--- src/rtl/ogpu_quad_rom_streamer.sv ---
// Read sequencer for the quad test ROM: walks a word range, hides the one-cycle ROM latency
// behind a credit-managed skid FIFO and emits a valid/ready stream with sop/eop markers.
// Optional OGPU_QUAD_STREAM_CSUM_EN adds a running wrap-around checksum of transferred words.
module ogpu_quad_rom_streamer #(
    parameter int ADDR_W         = 13,
    parameter int DATA_W         = 32,
    parameter int DEPTH          = 8192,
    parameter int WORDS_PER_QUAD = 8,
    parameter int COUNT_W        = 11,
    parameter int FIFO_DEPTH     = 4
) (
    input  logic               clk,
    input  logic               reset_n,
    input  logic               start,
    input  logic [ADDR_W-1:0]  base_addr,
    input  logic [COUNT_W-1:0] quad_count,
    input  logic               abort,
    output logic               busy,
    output logic               done,
    output logic [1:0]         status,
    output logic [ADDR_W-1:0]  rom_address,
    output logic               rom_chipselect,
    output logic               rom_clken,
    input  logic [DATA_W-1:0]  rom_readdata,
    output logic [DATA_W-1:0]  out_data,
    output logic               out_valid,
    input  logic               out_ready,
    output logic               out_sop,
    output logic               out_eop
`ifdef OGPU_QUAD_STREAM_CSUM_EN
    ,
    output logic [DATA_W-1:0]  csum
`endif
);
    localparam int END_W = ADDR_W + COUNT_W + 3;
    localparam int WIQ_W = $clog2(WORDS_PER_QUAD);
    localparam int PTR_W = $clog2(FIFO_DEPTH);
    localparam int CNT_W = $clog2(FIFO_DEPTH + 1);
    localparam int ENT_W = DATA_W + 2;

    typedef enum logic [1:0] {S_IDLE, S_RUN, S_DRAIN, S_DONE} state_t;

    state_t            state_q, state_d;
    logic [ADDR_W-1:0] addr_q, addr_d;
    logic [END_W-1:0]  words_left_q, words_left_d;
    logic [WIQ_W-1:0]  wiq_q, wiq_d;
    logic              inflight_q, inflight_d;
    logic              tag_sop_q, tag_sop_d;
    logic              tag_eop_q, tag_eop_d;
    logic [1:0]        status_q, status_d;
    logic [CNT_W-1:0]  count_q, count_d;
    logic [PTR_W-1:0]  wr_ptr_q, wr_ptr_d;
    logic [PTR_W-1:0]  rd_ptr_q, rd_ptr_d;
    logic [ENT_W-1:0]  mem_q [FIFO_DEPTH];
    logic [ENT_W-1:0]  mem_d [FIFO_DEPTH];

    logic             issue, flush, push, pop;
    logic [END_W-1:0] end_w;

    // Credit rule: registered occupancy plus the read still in flight must leave a free slot.
    assign issue = (state_q == S_RUN) && !abort &&
                   ((CNT_W+1)'(count_q) + (CNT_W+1)'(inflight_q) < (CNT_W+1)'(FIFO_DEPTH));
    assign flush = abort && ((state_q == S_RUN) || (state_q == S_DRAIN));
    assign push  = inflight_q && !flush;
    assign pop   = out_valid && out_ready;
    assign end_w = END_W'(base_addr) + END_W'(quad_count) * END_W'(WORDS_PER_QUAD);

    always_comb begin
        count_d  = count_q;
        wr_ptr_d = wr_ptr_q;
        rd_ptr_d = rd_ptr_q;
        mem_d    = mem_q;
        if (flush) begin
            count_d  = '0;
            wr_ptr_d = '0;
            rd_ptr_d = '0;
        end else begin
            if (push) begin
                mem_d[wr_ptr_q] = {tag_sop_q, tag_eop_q, rom_readdata};
                wr_ptr_d = (wr_ptr_q == PTR_W'(FIFO_DEPTH - 1)) ? '0 : wr_ptr_q + PTR_W'(1);
            end
            if (pop) begin
                rd_ptr_d = (rd_ptr_q == PTR_W'(FIFO_DEPTH - 1)) ? '0 : rd_ptr_q + PTR_W'(1);
            end
            case ({push, pop})
                2'b10:   count_d = count_q + CNT_W'(1);
                2'b01:   count_d = count_q - CNT_W'(1);
                default: count_d = count_q;
            endcase
        end
    end

    always_comb begin
        state_d      = state_q;
        addr_d       = addr_q;
        words_left_d = words_left_q;
        wiq_d        = wiq_q;
        status_d     = status_q;
        inflight_d   = issue;
        tag_sop_d    = tag_sop_q;
        tag_eop_d    = tag_eop_q;
        case (state_q)
            S_IDLE: begin
                if (start) begin
                    addr_d       = base_addr;
                    words_left_d = END_W'(quad_count) * END_W'(WORDS_PER_QUAD);
                    wiq_d        = '0;
                    if (quad_count == '0) begin
                        state_d  = S_DONE;
                        status_d = 2'b00;
                    end else if (end_w > END_W'(DEPTH)) begin
                        state_d  = S_DONE;
                        status_d = 2'b01;
                    end else begin
                        state_d  = S_RUN;
                        status_d = 2'b00;
                    end
                end
            end
            S_RUN: begin
                if (abort) begin
                    state_d  = S_DONE;
                    status_d = 2'b10;
                end else if (issue) begin
                    addr_d       = addr_q + ADDR_W'(1);
                    words_left_d = words_left_q - END_W'(1);
                    wiq_d        = (wiq_q == WIQ_W'(WORDS_PER_QUAD - 1)) ? '0 : wiq_q + WIQ_W'(1);
                    tag_sop_d    = (wiq_q == '0);
                    tag_eop_d    = (wiq_q == WIQ_W'(WORDS_PER_QUAD - 1));
                    if (words_left_q == END_W'(1)) state_d = S_DRAIN;
                end
            end
            S_DRAIN: begin
                if (abort) begin
                    state_d  = S_DONE;
                    status_d = 2'b10;
                end else if (!inflight_q && (count_d == '0)) begin
                    // Leaving on the final pop edge puts done right after the last beat.
                    state_d = S_DONE;
                end
            end
            S_DONE:  state_d = S_IDLE;
            default: state_d = S_IDLE;
        endcase
    end

    always_ff @(posedge clk or negedge reset_n) begin
        if (!reset_n) begin
            state_q      <= S_IDLE;
            addr_q       <= '0;
            words_left_q <= '0;
            wiq_q        <= '0;
            status_q     <= 2'b00;
            inflight_q   <= 1'b0;
            tag_sop_q    <= 1'b0;
            tag_eop_q    <= 1'b0;
            count_q      <= '0;
            wr_ptr_q     <= '0;
            rd_ptr_q     <= '0;
        end else begin
            state_q      <= state_d;
            addr_q       <= addr_d;
            words_left_q <= words_left_d;
            wiq_q        <= wiq_d;
            status_q     <= status_d;
            inflight_q   <= inflight_d;
            tag_sop_q    <= tag_sop_d;
            tag_eop_q    <= tag_eop_d;
            count_q      <= count_d;
            wr_ptr_q     <= wr_ptr_d;
            rd_ptr_q     <= rd_ptr_d;
        end
    end

    always_ff @(posedge clk) begin
        mem_q <= mem_d;
    end

    assign busy           = (state_q == S_RUN) || (state_q == S_DRAIN);
    assign done           = (state_q == S_DONE);
    assign status         = status_q;
    assign rom_address    = addr_q;
    assign rom_chipselect = issue;
    assign rom_clken      = issue;
    assign out_valid      = (count_q != '0);
    assign out_data       = mem_q[rd_ptr_q][DATA_W-1:0];
    assign out_sop        = out_valid && mem_q[rd_ptr_q][DATA_W+1];
    assign out_eop        = out_valid && mem_q[rd_ptr_q][DATA_W];

`ifdef OGPU_QUAD_STREAM_CSUM_EN
    logic [DATA_W-1:0] csum_q, csum_d;

    always_comb begin
        csum_d = csum_q;
        if ((state_q == S_IDLE) && start) csum_d = '0;
        else if (pop)                     csum_d = csum_q + out_data;
    end

    always_ff @(posedge clk or negedge reset_n) begin
        if (!reset_n) csum_q <= '0;
        else          csum_q <= csum_d;
    end

    assign csum = csum_q;
`else
    // Checksum disabled: no port and no adder.
`endif
endmodule

--- config.mk ---
export PLATFORM = sky130hd
export DESIGN_NAME = ogpu_quad_rom_streamer
export DESIGN_NICKNAME = d
export VERILOG_FILES = /design/src/rtl/ogpu_quad_rom_streamer.sv
export SDC_FILE = /design/constraint.sdc
export NUM_CORES = 1
export LEC_CHECK = 0
export BUFFER_PORTS_ARGS = -buffer_cell sky130_fd_sc_hd__buf_4
export CAP_MARGIN = 0
export CORE_MARGIN = 1.5
export CORE_UTILIZATION = 55
export DETAILED_ROUTE_END_ITERATION = 8
export HOLD_SLACK_MARGIN = 0.1
export PLACE_DENSITY = 0.76
export SETUP_SLACK_MARGIN = 0.3
export SYNTH_ARGS = -nofsm -noshare
export SYNTH_HDL_FRONTEND = slang
export SYNTH_SLANG_ARGS = --single-unit
--- constraint.sdc ---
create_clock -name clk -period 3.9 [get_ports clk]
set_input_delay 0.39 -clock clk [delete_from_list [all_inputs] [get_ports clk]]
set_output_delay 0.39 -clock clk [all_outputs]
set_load 0.1 [all_outputs]
Yosys cells after proc, flatten, opt, wreduce, memory -nomap -nowiden
Cells that the tools add are included.

operators by class
  equality and inequality tests = 16
  reduce and logical (&&, ||, !) cells = 28
  add/subtract/negate cells = 9
  order comparisons = 5
  bitwise gates (word level) = 4
  muxes and demuxes = 41

operators by type and width
  operator                                                                 count
  136-bit bitwise mux                                                      1
  34-bit 2-to-1 mux                                                        3
  27-bit 2-to-1 mux                                                        3
  34-bit binary-select mux with 2-bit select                               1
  34-bit demux with 2-bit select                                           1
  27-bit one-hot mux with 2 select lines                                   1
  13-bit 2-to-1 mux                                                        3
  2-bit 2-to-1 mux                                                         16
  27-bit by 1-bit == test with 1-bit output (second input constant)        1
  27-bit by 1-bit subtractor with 27-bit output (second input constant)    1
  13-bit one-hot mux with 2 select lines                                   1
  13-bit by 14-bit adder with 15-bit output                                1
  15-bit by 14-bit > comparator with 1-bit output (second input constant)  1
  3-bit 2-to-1 mux                                                         5
  13-bit by 1-bit adder with 13-bit output (second input constant)         1
  3-bit one-hot mux with 2 select lines                                    2
  11-bit zero test                                                         1
  2-bit == test (second input constant)                                    5
  1-bit logical AND                                                        9
  2-bit one-hot mux with 4 select lines                                    1
  4-bit AND reduction                                                      2
  2-bit nonzero test                                                       4
  3-bit by 1-bit adder with 3-bit output (second input constant)           2
  3-bit greater-or-equal comparator (second input constant)                2
  23 further kinds                                                         35

word-level totals
  word-level logic and storage cells = 118
  output and inout port bits = 54
  bits of input ports = 61
  register bits = 193

Depth between registers and ports, before layout
Gate-level depths: netlist (run 1).

  depth in word-level cells = 13
  gate-level depth with buffers = 12
  gate-level depth less buffers = 12

Worst setup path after synthesis (run 1)
OpenSTA, ideal clock, no wires.

  path kind = register to register
  start point = register state_q[0]
  end point = register state_q[1]
  cell stages (with the launch flop) = 13
  path slack = 0.323 ns
  data required time = 3.773 ns
  arrival = 3.450 ns
  period minus slack after synthesis = 3.577 ns
  buffers on the path = 0
  library setup time = 0.127 ns
  path through = dfrtp_1 inv_1 ha_1 nand2_1 nand2_1 ha_1 fa_1 xnor2_1 o211a_1 o41ai_1 o211ai_1 a211oi_2 nor3_1

on the way
  cells in the longest elaborated chain, start to end = 12
  elaborated cells between the ends (all ways) = 22
  those cells by class = 9 x eq/ne; 3 x mux; 10 x reduce/logical

ends and longest elaborated chain
  what                                                                              line  text
  start: declaration                                                                43    state_t state_q, state_d;
  start signal: assignment                                                          161   state_q <= state_d;
  2-bit by 1-bit == test with 1-bit output / 2-bit == test (equally long branches)  --
  1-bit logical OR (*)                                                              --
  via busy                                                                          18    output logic busy,
  1-bit logical AND (*)                                                             63    assign flush = abort && ((state_q == S_RUN) || (state_q == S_DRAIN));
  1-bit zero test                                                                   64    assign push = inflight_q && !flush;
  1-bit logical AND                                                                 64
  2-bit by 1-bit == test with 1-bit output / 2-bit == test (equally long branches)  85    case ({push, pop})
  3-bit one-hot mux with 2 select lines                                             85
  3-bit 2-to-1 mux (*)                                                              73    if (flush) begin
  3-bit zero test (*)                                                               137   end else if (!inflight_q && (count_d == '0)) begin
  1-bit logical AND (*)                                                             137
  3-bit by 2-bit != test with 1-bit output (no source line) (*)                     --
  4-bit AND reduction (no source line) (*)                                          --

Mark *: on every way through the listed nets, which the timed path passes. The rest lies on a longest branch.
A chain may end at the register's enable or synchronous reset.

Final worst setup path (run 1)
  start point = register state_q[0]
  end point = register state_q[0]

on the way
  cells in the longest elaborated chain, start to end = 12
  elaborated cells between the ends (all ways) = 22
  those cells by class = 9 x eq/ne; 3 x mux; 10 x reduce/logical

ends and longest elaborated chain
  what                                                                              line
  2-bit by 1-bit == test with 1-bit output / 2-bit == test (equally long branches)  61, 63, 102
  1-bit logical OR                                                                  63
  1-bit logical AND                                                                 63
  1-bit zero test                                                                   64
  1-bit logical AND                                                                 64
  2-bit by 1-bit == test with 1-bit output / 2-bit == test (equally long branches)  85
  3-bit one-hot mux with 2 select lines                                             85
  3-bit 2-to-1 mux                                                                  73
  3-bit zero test                                                                   137
  1-bit logical AND                                                                 137
  3-bit by 2-bit != test with 1-bit output (no source line)                         --
  4-bit AND reduction (no source line)                                              --

Parallel ways exist; a longest one is shown, timed or not.

==> reports/results.tsv, run 1 <==
stage	metric	value	unit
outcome	run_status	completed	
critical_path	worst-path-max-fanout	7	
critical_path	cp_num_buf_inv	1	
synth	synth_flop_cell	sky130_fd_sc_hd__edfxtp_1	
sta	setup_tns	0	ns
floorplan	start_util	56.1	%
critical_path	crit_arrival	3.67	ns
detailed_routing	drt-wirelength-per-cell	19.7	µm
placement	hpwlAfterDp	13400	µm
hold_path	hp-class	primary input to register	
sta	worst-slew-pin-transition	0.914	ns
detailed_routing	wl_met3	1250	µm
sta	pins_over_their_slew_limit	0	
sta	maxSlewHeadroom	39.1	%
cts	htree_num_levels	4	
synth	edff_count_synth	136	
cts	clock_latency	0.43	ns
grt	gr-total-overflow	0	
detailed_routing	via_count	5888	
synth	ys_async_sr_fraction	29.5	%
grt	grtUsageTotal	24.3	%
cts	tritoncts_clock_tree	yes	
detailed_routing	dr_wl_met2	9830	µm
sta	final_min_period_over_clock_period	86.0	%
floorplan	die_w	130	µm
critical_path	cp_cell_instances	inv_1 -> ha_1 -> nand2_1 -> nand2_1 -> ha_1 -> fa_1 -> xnor2_1 -> o211a_1 -> o41ai_2 -> o21a_1 -> a31oi_1 -> o22a_1	
layout	layout.cell_area.non_filler	10500	µm²
synth	syn_avg_cell_area	13.7	µm²
detailed_routing	drt_first_pass_iters	5	
placement	portBuffers	114	
synth	yosysWarningCount	0	
cts	clkSlewWorstSetupHoldPaths	0.08	ns
grt	antenna_found_initial	0	
detailed_routing	met1_wire_length	8040	µm
placement	dpl_cell_area	9930	µm²
sta	finClkSkew	0.0103	ns
cts	clock_sink_count	193	
detailed_routing	detail_route.iter0.violations	439	
synth	synthesized_netlist_net_count	733	
sta	layout_min_cycle_time	3.35	ns
grt	maximum_number_of_pins_on_one_net_before_global_route_repair	58	
detailed_routing	ant_nets	0	
layout	syn_to_final_growth	19.0	%
placement	gp_congestion	0.927	
cts	cts-buffers-inserted	17	
synth	number_of_storage_elements_in_the_synthesis_netlist	193	
layout	antenna_cells_inserted	0	
critical_path	critPathKind	register to register	
cts	ctsRootBufferMaster	sky130_fd_sc_hd__clkbuf_16	
pwr	power.static_leakage	3.96	nW
floorplan	core_region_area	15800	µm²
layout	layout_cell_share_with_drive_strength_beyond_1	27.1	%
critical_path	crit_start_category	register	
floorplan	rows	46	
synth	netlist_instances	644	
sta	setup-violations-final	0	
job	max_capacitance_violation_count	0	
grt	vias_in_the_first_global_route	5849	
sta	hold_violations	0	
sta	maxClockFrequency	298	MHz
sta	finalWorstSetupSlack	0.546	ns
floorplan	design.portCount	115	
pwr	max-vdd-ir-drop	0.000695	V
grt	grt_first_pass_wirelength	30600	µm
critical_path	worstPathRequired	4.21	ns
sta	rsz0062_at_grt	false	
placement	worst_slack_after_detailed_placement	0.429	ns
critical_path	cell_type_group_with_the_largest_total_delay_on_the_critical_path	compound AO/OA/AOI/OAI gates	
critical_path	worst_path_largest_cell_delay	0.45	ns
synth	ys_seq_area_share	62.3	%
detailed_routing	drt-vias-per-instance	5.95	
cts	ctsLongestPathBuffers	2	
critical_path	worst_path_max_delay_cell	sky130_fd_sc_hd__dfrtp_1	
pwr	pwr_density_cell	866	nW/µm²
synth	synth_cell_type_count	64	
layout	final_nets	850	
floorplan	design.die.area	16800	µm²
detailed_routing	post-route-drc-count	0	
critical_path	end_kind	register	
synth	netlist_area	8840	µm²
detailed_routing	route.top_layer_used	met4	
floorplan	die-height	130	µm
detailed_routing	routed_wirelength	19500	µm
[per-layer routing]
layer | GRT usage (%) | vias to the layer above
li1 | - | 2725
met4 | 8.04 | 0
met2 | 41.7 | 211
met3 | 5.58 | 31
met5 | 0 | -
met1 | 30.7 | 2921
[synth_stat cells (all sizes together), types with 3 or more instances]
library cell    n  area [µm²]
or4             3        30.0
ha             26         325
o31ai           3        22.5
inv            19        71.3
nand3          30         150
nand2b          6        37.5
nor3           20         116
a22oi           3        22.5
o21a            4        30.0
and2            4        25.0
a21oi          46         230
xor2            7        61.3
nor2           44         165
clkbuf         13        48.8
mux4           34         766
dfrtp          57        1430
edfxtp        136        4080
nor4b           3        56.3
nor2b           3        18.8
o22ai          19         119
nand4           4        25.0
a211oi          4        47.5
buf            12        57.6
or3             4        25.0
nor4           10        68.8
mux2i           9        90.1
o21ai          32         160
nand2          43         161
and3            7        43.8
xnor2           6        52.6
[logic make-up after synthesis]
family,share of synthesized area (%)
DFF,62.3
and+or+nand+nor,11.4
xor gates and xnor gates,1.29
buffers and inverters,2.01
adders and majority gates,4.13
muxes,9.81
AOI/OAI and AO/OA,9.06
[per-stage QoR]
stage	utilization, %	total power, mW	hold slack [ns]	std cells
final	66.7	9.11	0.159	990
after global routing	66.7	9.52	0.137	990
after CTS	66.7	9.14	0.138	990
after detailed placement	63.0	7.49	0.493	957
after global placement	63.0	7.39	0.479	957
after floorplan	-	6.48	0.0944	644
[layout by cell type, fill, tap and decap left out, drive strengths merged, types with 26 or more instances in the layout]
cell / count
nand2: 43
dfrtp: 57
o21ai: 32
ha: 26
mux4: 34
nand3: 30
edfxtp: 136
nor2: 44
buf: 122
inv: 26
a21oi: 46
[area by class of cell]
cell class / count / area (µm²)
multi-input cells: 407 / 3170
clock inverters: 14 / 140
clock buffers: 18 / 429
inverters: 19 / 71.3
fillers: 1170 / 5250
repair buffers: 123 / 926
flip-flops and latches: 193 / 5510
well taps: 216 / 270
[worst register-to-register path: cells and delay by family, from the launching register on]
kind            cells  cell delay [ns]
fa+ha+maj           3             1.03
buf+inv             1             0.12
compound gates      5             1.19
flops               1             0.45
xor+xnor            1             0.16
simple gates        2             0.31
[final timing paths]
path	startpoint	to	slack, ns	cells past startpoint
max in group asynchronous	reset_n	rd_ptr_q[0]	2.80	2
worst min-delay path	rom_readdata[22]	mem_q[124]	0.16	1
worst max register to register	state_q[0]	state_q[0]	0.55	12
min in group asynchronous	reset_n	words_left_q[8]	0.55	2
worst min register to register	wiq_q[2]	wiq_q[2]	0.51	2
worst max-delay path	state_q[0]	state_q[0]	0.55	12
[state kept, by name (all words and copies together) (netlist names)]
register and count:
words_left_q 27, count_q 3, tag_sop_q 1, inflight_q 1
mem_q 136, rom_address 13, wiq_q 3, wr_ptr_q 2
tag_eop_q 1, status 2, rd_ptr_q 2, state_q 2
[repair_timing]
| item | 4_1_cts | 5_1_grt |
|---|---|---|
| hold endpoints to repair | 57 | 0 |
| setup endpoints to repair | 0 | 2 |
| resized for setup | 0 | 1 |
| hold buffers | 1 | 0 |
| setup buffers | 0 | 0 |
[where the power goes]
group	leakage, nW	internal, mW	switching, mW
clock	0.271	0.849	0.805
sequential	1.95	2.52	0.371
combinational	1.73	1.23	3.35
total	3.96	4.59	4.52
(Power assumes the default switching activity.)
==> inputs of run 2 (changes only) <==
ABC_AREA = 1   (was not set)
CTS_CLUSTER_SIZE = 16   (was not set)
==> reports/results.tsv, run 2 <==
stage	metric	value	unit
floorplan	die_w	133	µm
critical_path	critical_path.most_common_cell	sky130_fd_sc_hd__nand2_1	
sta	setup-violations-final	0	
floorplan	core_region_area	16500	µm²
critical_path	worst_path_largest_cell_delay	0.45	ns
critical_path	cp_num_buf_inv	1	
layout	antenna_cells_inserted	0	
synth	synthTopCellsByArea	sky130_fd_sc_hd__edfxtp_1 44%, sky130_fd_sc_hd__dfrtp_1 15%, sky130_fd_sc_hd__o21ai_0 6.2%	
layout	final_util	66.4	%
layout	largest_reg_flops	136	
layout	final_common_cell	sky130_fd_sc_hd__edfxtp_1	
cts	clock_latency	0.42	ns
layout	layout.cell_area.non_filler	10900	µm²
synth	yosys.area_share.simple	17.9	%
synth	netlist.area_leader.share	44.2	%
detailed_routing	routed_wirelength	19800	µm
synth	netlist_area	9240	µm²
sta	maxClockFrequency	327	MHz
detailed_routing	detail_route.iter0.violations	474	
cts	clkSlewWorstSetupHoldPaths	0.07	ns
synth	yosysWarningCount	0	
floorplan	design.portCount	115	
synth	post_synth_mux_area_share	0	%
synth	netlist_instances	917	
placement	post-place-cells	1224	
cts	post_cts_resize_count	0	
placement	portBuffers	114	
detailed_routing	dr_wl_met2	9830	µm
synth	ys_seq_area_share	59.7	%
synth	synth_compound_area_share	12.1	%
layout	most-common-layout-cells	136 x sky130_fd_sc_hd__edfxtp_1, 129 x sky130_fd_sc_hd__nor2_1, 122 x sky130_fd_sc_hd__buf_4, 121 x sky130_fd_sc_hd__nand2_1, 114 x sky130_fd_sc_hd__o21ai_0	
critical_path	end_kind	register	
placement	gp_congestion	0.889	
cts	cts_setup_buffers	0	
grt	antenna_found_initial	0	
sta	setup_tns	0	ns
critical_path	cell_type_group_with_the_largest_total_delay_on_the_critical_path	simple AND/OR/NAND/NOR gates	
layout	syn_to_final_growth	18.3	%
grt	grt_first_pass_wirelength	31900	µm
critical_path	worst-path-max-fanout	9	
cts	ctsLongestPathBuffers	2	
synth	count_leader_synth	sky130_fd_sc_hd__edfxtp_1	
synth	synth_flop_cell	sky130_fd_sc_hd__edfxtp_1	
cts	htree_num_levels	4	
synth	edff_count_synth	136	
grt	vias_in_the_first_global_route	6546	
sta	hold_violations	0	
sta	rsz0062_at_grt	false	
grt	grtUsageTotal	23.0	%
layout	final-instance-count-excl-fill	1257	
critical_path	crit_arrival	3.43	ns
detailed_routing	route.top_layer_used	met4	
critical_path	cp_cell_instances	inv_1 -> ha_1 -> nand2_2 -> nand2_1 -> ha_1 -> fa_1 -> nor2_1 -> nor2_1 -> nand2_1 -> nand2_1 -> nand3_1 -> nand4_1 -> nand3_1 -> nand3b_1 -> nor2_1 -> nand2_1 -> nand2_1	
cts	tritoncts_clock_tree	yes	
detailed_routing	drt-vias-per-instance	5.46	
synth	synth_top_cells_by_count	136 x sky130_fd_sc_hd__edfxtp_1, 133 x sky130_fd_sc_hd__nor2_1, 121 x sky130_fd_sc_hd__nand2_1	
grt	gr-total-overflow	0	
detailed_routing	drt_first_pass_iters	5	
layout	final_nets	1113	
sta	layout_min_cycle_time	3.06	ns
critical_path	crit_start_category	register	
placement	dpl_cell_area	10300	µm²
cts	cts-buffers-inserted	17	
critical_path	worstPathRequired	4.27	ns
synth	ys_async_sr_fraction	29.5	%
synth	synth_cell_type_count	46	
detailed_routing	met1_wire_length	8680	µm
floorplan	start_util	56.1	%
synth	synth_xor_area_share	0.854	%
synth	syn_avg_cell_area	10.1	µm²
sta	maxSlewHeadroom	28.0	%
cts	cts_hold_repair.buffers	1	
cts	ctsRootBufferMaster	sky130_fd_sc_hd__clkbuf_16	
detailed_routing	drt-wirelength-per-cell	15.8	µm
floorplan	rows	47	
synth	main_combinational_cell_family_by_area_after_synthesis	simple AND/OR/NAND/NOR gates	
floorplan	design.die.area	17600	µm²
detailed_routing	post-route-drc-count	0	
synth	number_of_storage_elements_in_the_synthesis_netlist	193	
detailed_routing	via_count	6861	
detailed_routing	wl_met3	972	µm
sta	worst-slew-pin-transition	1.08	ns
critical_path	worst_path_max_delay_cell	sky130_fd_sc_hd__dfrtp_1	
placement	hpwlAfterDp	12800	µm
hold_path	hp-class	primary input to register	
cts	clock_sink_count	193	
sta	finClkSkew	0.00600	ns
layout	layout_cell_share_with_drive_strength_beyond_1	19.2	%
grt	maximum_number_of_pins_on_one_net_before_global_route_repair	71	
layout	regMostFlops	mem_q	
sta	pins_over_their_slew_limit	0	
synth	synth-adder-area-share	3.96	%
detailed_routing	ant_nets	0	
synth	synthesized_netlist_net_count	1006	
outcome	run_status	completed	
critical_path	critPathKind	register to register	
synth	synth_largest_area_cell	sky130_fd_sc_hd__edfxtp_1	
floorplan	die-height	133	µm
job	max_capacitance_violation_count	0	
sta	final_min_period_over_clock_period	78.5	%
[run 2: path summary, 6_finish.rpt]
path,startpoint,endpoint,slack [ns],cells after the start
max,state_q[0],state_q[1],0.84,17
min,rom_readdata[23],mem_q[91],0.16,1
max reg2reg,state_q[0],state_q[1],0.84,17
min reg2reg,words_left_q[16],words_left_q[16],0.50,1
max in group asynchronous,reset_n,rd_ptr_q[0],2.79,2
min in group asynchronous,reset_n,words_left_q[21],0.58,2
[run 2: routing by layer]
metal	up-vias	track usage [%]
met1	3261	30.5
met5	-	0
li1	3391	-
met4	0	8.30
met3	24	3.45
met2	185	38.9
[run 2: cells by family (layout without fill, tap and decap cells)]
| logic type | Yosys count | count (layout) |
|---|---|---|
| AO/OA/AOI/OAI | 205 | 205 |
| XOR/XNOR | 9 | 9 |
| adder cells (fa/ha/maj) | 28 | 28 |
| buffers and inverters | 126 | 246 |
| flip-flops | 193 | 193 |
| AND/OR/NAND/NOR | 356 | 356 |
[run 2: metrics by stage]
stage | setup WS [ns] | hold slack (ns)
after floorplan | 0.383 | 0.0944
after global placement | 0.974 | 0.475
after detailed placement | 0.874 | 0.484
after CTS | 0.843 | 0.147
after global routing | 0.481 | 0.149
final | 0.838 | 0.164
[run 2: area by class of cell]
cell class / instances / area, µm²
repair buffers: 123 / 926
clock buffers: 21 / 440
fillers: 1306 / 5540
multi-input cells: 598 / 3250
clock inverters: 11 / 179
flip-flops and latches: 193 / 5510
well taps: 220 / 275
inverters: 91 / 342
Power of run 2 is not shown: default switching activity piles up to over one toggle a cycle in this logic, so the estimate is an artifact.
==> inputs of run 3 (changes only) <==
CORE_UTILIZATION = 53   (was 55)
PLACE_DENSITY = 0.77   (was 0.76)
clock period = 2.6 ns   (was 3.9 ns; I/O delays follow)
==> reports/results.tsv, run 3 (synthesized netlist as in run 2, its figures left out) <==
stage	metric	value	unit
pwr	power.static_leakage	4.90	nW
critical_path	rr_worst_depth	17	
hold_path	hp-class	primary input to register	
sta	worst-slew-pin-transition	0.773	ns
critical_path	end_kind	register	
hold_path	min_delay_path_depth	3	
floorplan	start_util	53.8	%
cts	cts-buffers-inserted	17	
grt	vias_in_the_first_global_route	6985	
detailed_routing	post-route-drc-count	0	
detailed_routing	routed_wirelength	20600	µm
layout	largest_reg_flops	136	
sta	setup_tns	0	ns
layout	antenna_cells_inserted	0	
layout	syn_to_final_growth	27.4	%
cts	ctsRootBufferMaster	sky130_fd_sc_hd__clkbuf_16	
placement	portBuffers	114	
detailed_routing	detail_route.iter0.violations	444	
grt	maximum_number_of_pins_on_one_net_before_global_route_repair	71	
pwr	max-vdd-ir-drop	0.000779	V
outcome	run_status	completed	
detailed_routing	via_count	7150	
floorplan	rows	48	
placement	gp_congestion	0.936	
layout	final_nets	1171	
floorplan	design.die.area	18200	µm²
critical_path	crit_start_category	register	
critical_path	worstPathRequired	2.96	ns
sta	setup-violations-final	0	
layout	most-common-layout-cells	136 x sky130_fd_sc_hd__edfxtp_1, 134 x sky130_fd_sc_hd__buf_4, 128 x sky130_fd_sc_hd__nor2_1, 119 x sky130_fd_sc_hd__nand2_1, 114 x sky130_fd_sc_hd__o21ai_0	
sta	hold_violations	0	
floorplan	design.portCount	115	
floorplan	die_w	135	µm
sta	maxClockFrequency	414	MHz
sta	layout_min_cycle_time	2.42	ns
critical_path	critPathKind	register to register	
sta	pins_over_their_slew_limit	0	
sta	maxSlewHeadroom	48.5	%
cts	clock_sink_count	193	
sta	final_min_period_over_clock_period	93.0	%
cts	ctsLongestPathBuffers	2	
floorplan	die-height	135	µm
grt	grt_first_pass_wirelength	33400	µm
critical_path	timing.rr.start	state_q[0]	
sta	rsz0062_at_grt	true	
detailed_routing	drt-wirelength-per-cell	15.6	µm
placement	post-place-cells	1236	
cts	tritoncts_clock_tree	yes	
layout	final-instance-count-excl-fill	1320	
critical_path	cp_num_buf_inv	1	
cts	clock_latency	0.42	ns
detailed_routing	drt-vias-per-instance	5.42	
sta	finClkSkew	0.00590	ns
cts	htree_num_levels	4	
hold_path	hold_start	base_addr[1]	
detailed_routing	ant_nets	0	
job	max_capacitance_violation_count	0	
critical_path	crit_arrival	2.78	ns
layout	regMostFlops	mem_q	
detailed_routing	drt_first_pass_iters	5	
cts	clkSlewWorstSetupHoldPaths	0.07	ns
critical_path	worst_path_largest_cell_delay	0.39	ns
layout	final_common_cell	sky130_fd_sc_hd__edfxtp_1	
hold_path	whs_endpoint	rom_address[1]	
placement	hpwlAfterDp	13100	µm
grt	antenna_found_initial	0	
grt	gr-total-overflow	0	
critical_path	r2r-end	state_q[1]	
critical_path	worst_path_max_delay_cell	sky130_fd_sc_hd__dfrtp_1	
floorplan	core_region_area	17200	µm²
critical_path	cp_cell_instances	inv_2 -> ha_4 -> nand2_8 -> nand2_8 -> ha_4 -> fa_2 -> nor2_2 -> nor2_1 -> nand2_1 -> nand2_1 -> nand3_2 -> nand4_1 -> nand3_1 -> nand3b_1 -> nor2_1 -> nand2_1 -> nand2_1	
pwr	pwr_density_cell	1290	nW/µm²
layout	layout_cell_share_with_drive_strength_beyond_1	25.0	%
critical_path	worst-path-max-fanout	4	
critical_path	cell_type_group_with_the_largest_total_delay_on_the_critical_path	simple AND/OR/NAND/NOR gates	
critical_path	critical_path_depth	17	
grt	grtUsageTotal	23.4	%
critical_path	reg2reg_setup_slack	0.18	ns
critical_path	critical_path.most_common_cell	sky130_fd_sc_hd__nand2_1	
## run 3: changes by cell type in the layout (fill, tap and decap cells not counted), moves of 5 or more
cell                            delta
sky130_fd_sc_hd__inv_1             -5
sky130_fd_sc_hd__dlygate4sd3_1    +34
sky130_fd_sc_hd__o22ai_2          +32
sky130_fd_sc_hd__o22ai_1          -32
sky130_fd_sc_hd__buf_4            +12
sky130_fd_sc_hd__buf_6             +7
sky130_fd_sc_hd__buf_12            +5
## run 3: layer usage
metal | part of all wire [%] | vias up | track usage (%)
li1 | - | 3504 | -
met1 | 42 | 3424 | 29.3
met2 | 52 | 206 | 41.8
met3 | 4.6 | 16 | 3.90
met4 | 0.94 | 0 | 6.75
met5 | 0 | - | 0
## run 3: power breakdown
group	switching (mW)	leakage [nW]	internal, mW
clock network	1.17	0.273	1.26
registers	0.391	1.94	3.76
logic	6.32	2.69	2.28
total	7.88	4.90	7.31
## run 3: how the worst max path moves through the flow
stage | slack [ns] | endpoint | from
floorplan | 0.09 | state_q[0] | count_q[1]
global placement | 0.18 | state_q[1] | state_q[1]
detailed placement | 0.07 | state_q[1] | state_q[1]
CTS | 0.30 | state_q[1] | state_q[0]
global route | 0.006 | state_q[1] | state_q[0]
finish | 0.18 | state_q[1] | state_q[0]
## run 3: repair_timing
| action | 4_1_cts | 5_1_grt |
|---|---|---|
| pin swaps | 10 | 7 |
| hold buffers | 35 | 0 |
| setup endpoints to repair | 4 | 39 |
| buffers inserted | 13 | 4 |
| endpoints found under the hold margin | 187 | 0 |
| resized for setup | 7 | 14 |
## run 3: worst reg2reg max path, stage by stage, from the launching register on
cell and delay, ns:
sky130_fd_sc_hd__dfrtp_1 0.39, sky130_fd_sc_hd__inv_2 0.10, sky130_fd_sc_hd__ha_4 0.23, sky130_fd_sc_hd__nand2_8 0.09, sky130_fd_sc_hd__nand2_8 0.06, sky130_fd_sc_hd__ha_4 0.17
sky130_fd_sc_hd__fa_2 0.35, sky130_fd_sc_hd__nor2_2 0.10, sky130_fd_sc_hd__nor2_1 0.07, sky130_fd_sc_hd__nand2_1 0.07, sky130_fd_sc_hd__nand2_1 0.07, sky130_fd_sc_hd__nand3_2 0.08
sky130_fd_sc_hd__nand4_1 0.10, sky130_fd_sc_hd__nand3_1 0.09, sky130_fd_sc_hd__nand3b_1 0.15, sky130_fd_sc_hd__nor2_1 0.14, sky130_fd_sc_hd__nand2_1 0.06, sky130_fd_sc_hd__nand2_1 0.05
## run 3: layout make-up
cell class / instances / area [µm²]
Clock buffer: 18 / 429
Clock inverter: 14 / 124
Fill cell: 1304 / 5410
Inverter: 91 / 348
Multi-Input combinational cell: 598 / 3540
Sequential cell: 193 / 5510
Tap cell: 225 / 282
Timing Repair Buffer: 181 / 1540
## run 3: metrics by stage
| step | hold slack, ns | worst slack, ns | power (mW) | instance area [µm²] | utilization [%] |
|---|---|---|---|---|---|
| finish | 0.121 | 0.183 | 15.2 | 11800 | 68.5 |
| global route | 0.118 | 0.00572 | 15.9 | 11800 | 68.5 |
| CTS | 0.107 | 0.295 | 15.0 | 11700 | 68.1 |
| detailed placement | 0.382 | 0.0703 | 12.3 | 10700 | 62.2 |
| global placement | 0.382 | 0.176 | 12.2 | 10700 | 62.2 |
| floorplan | -0.0356 | 0.0889 | 10.6 | 9540 | - |
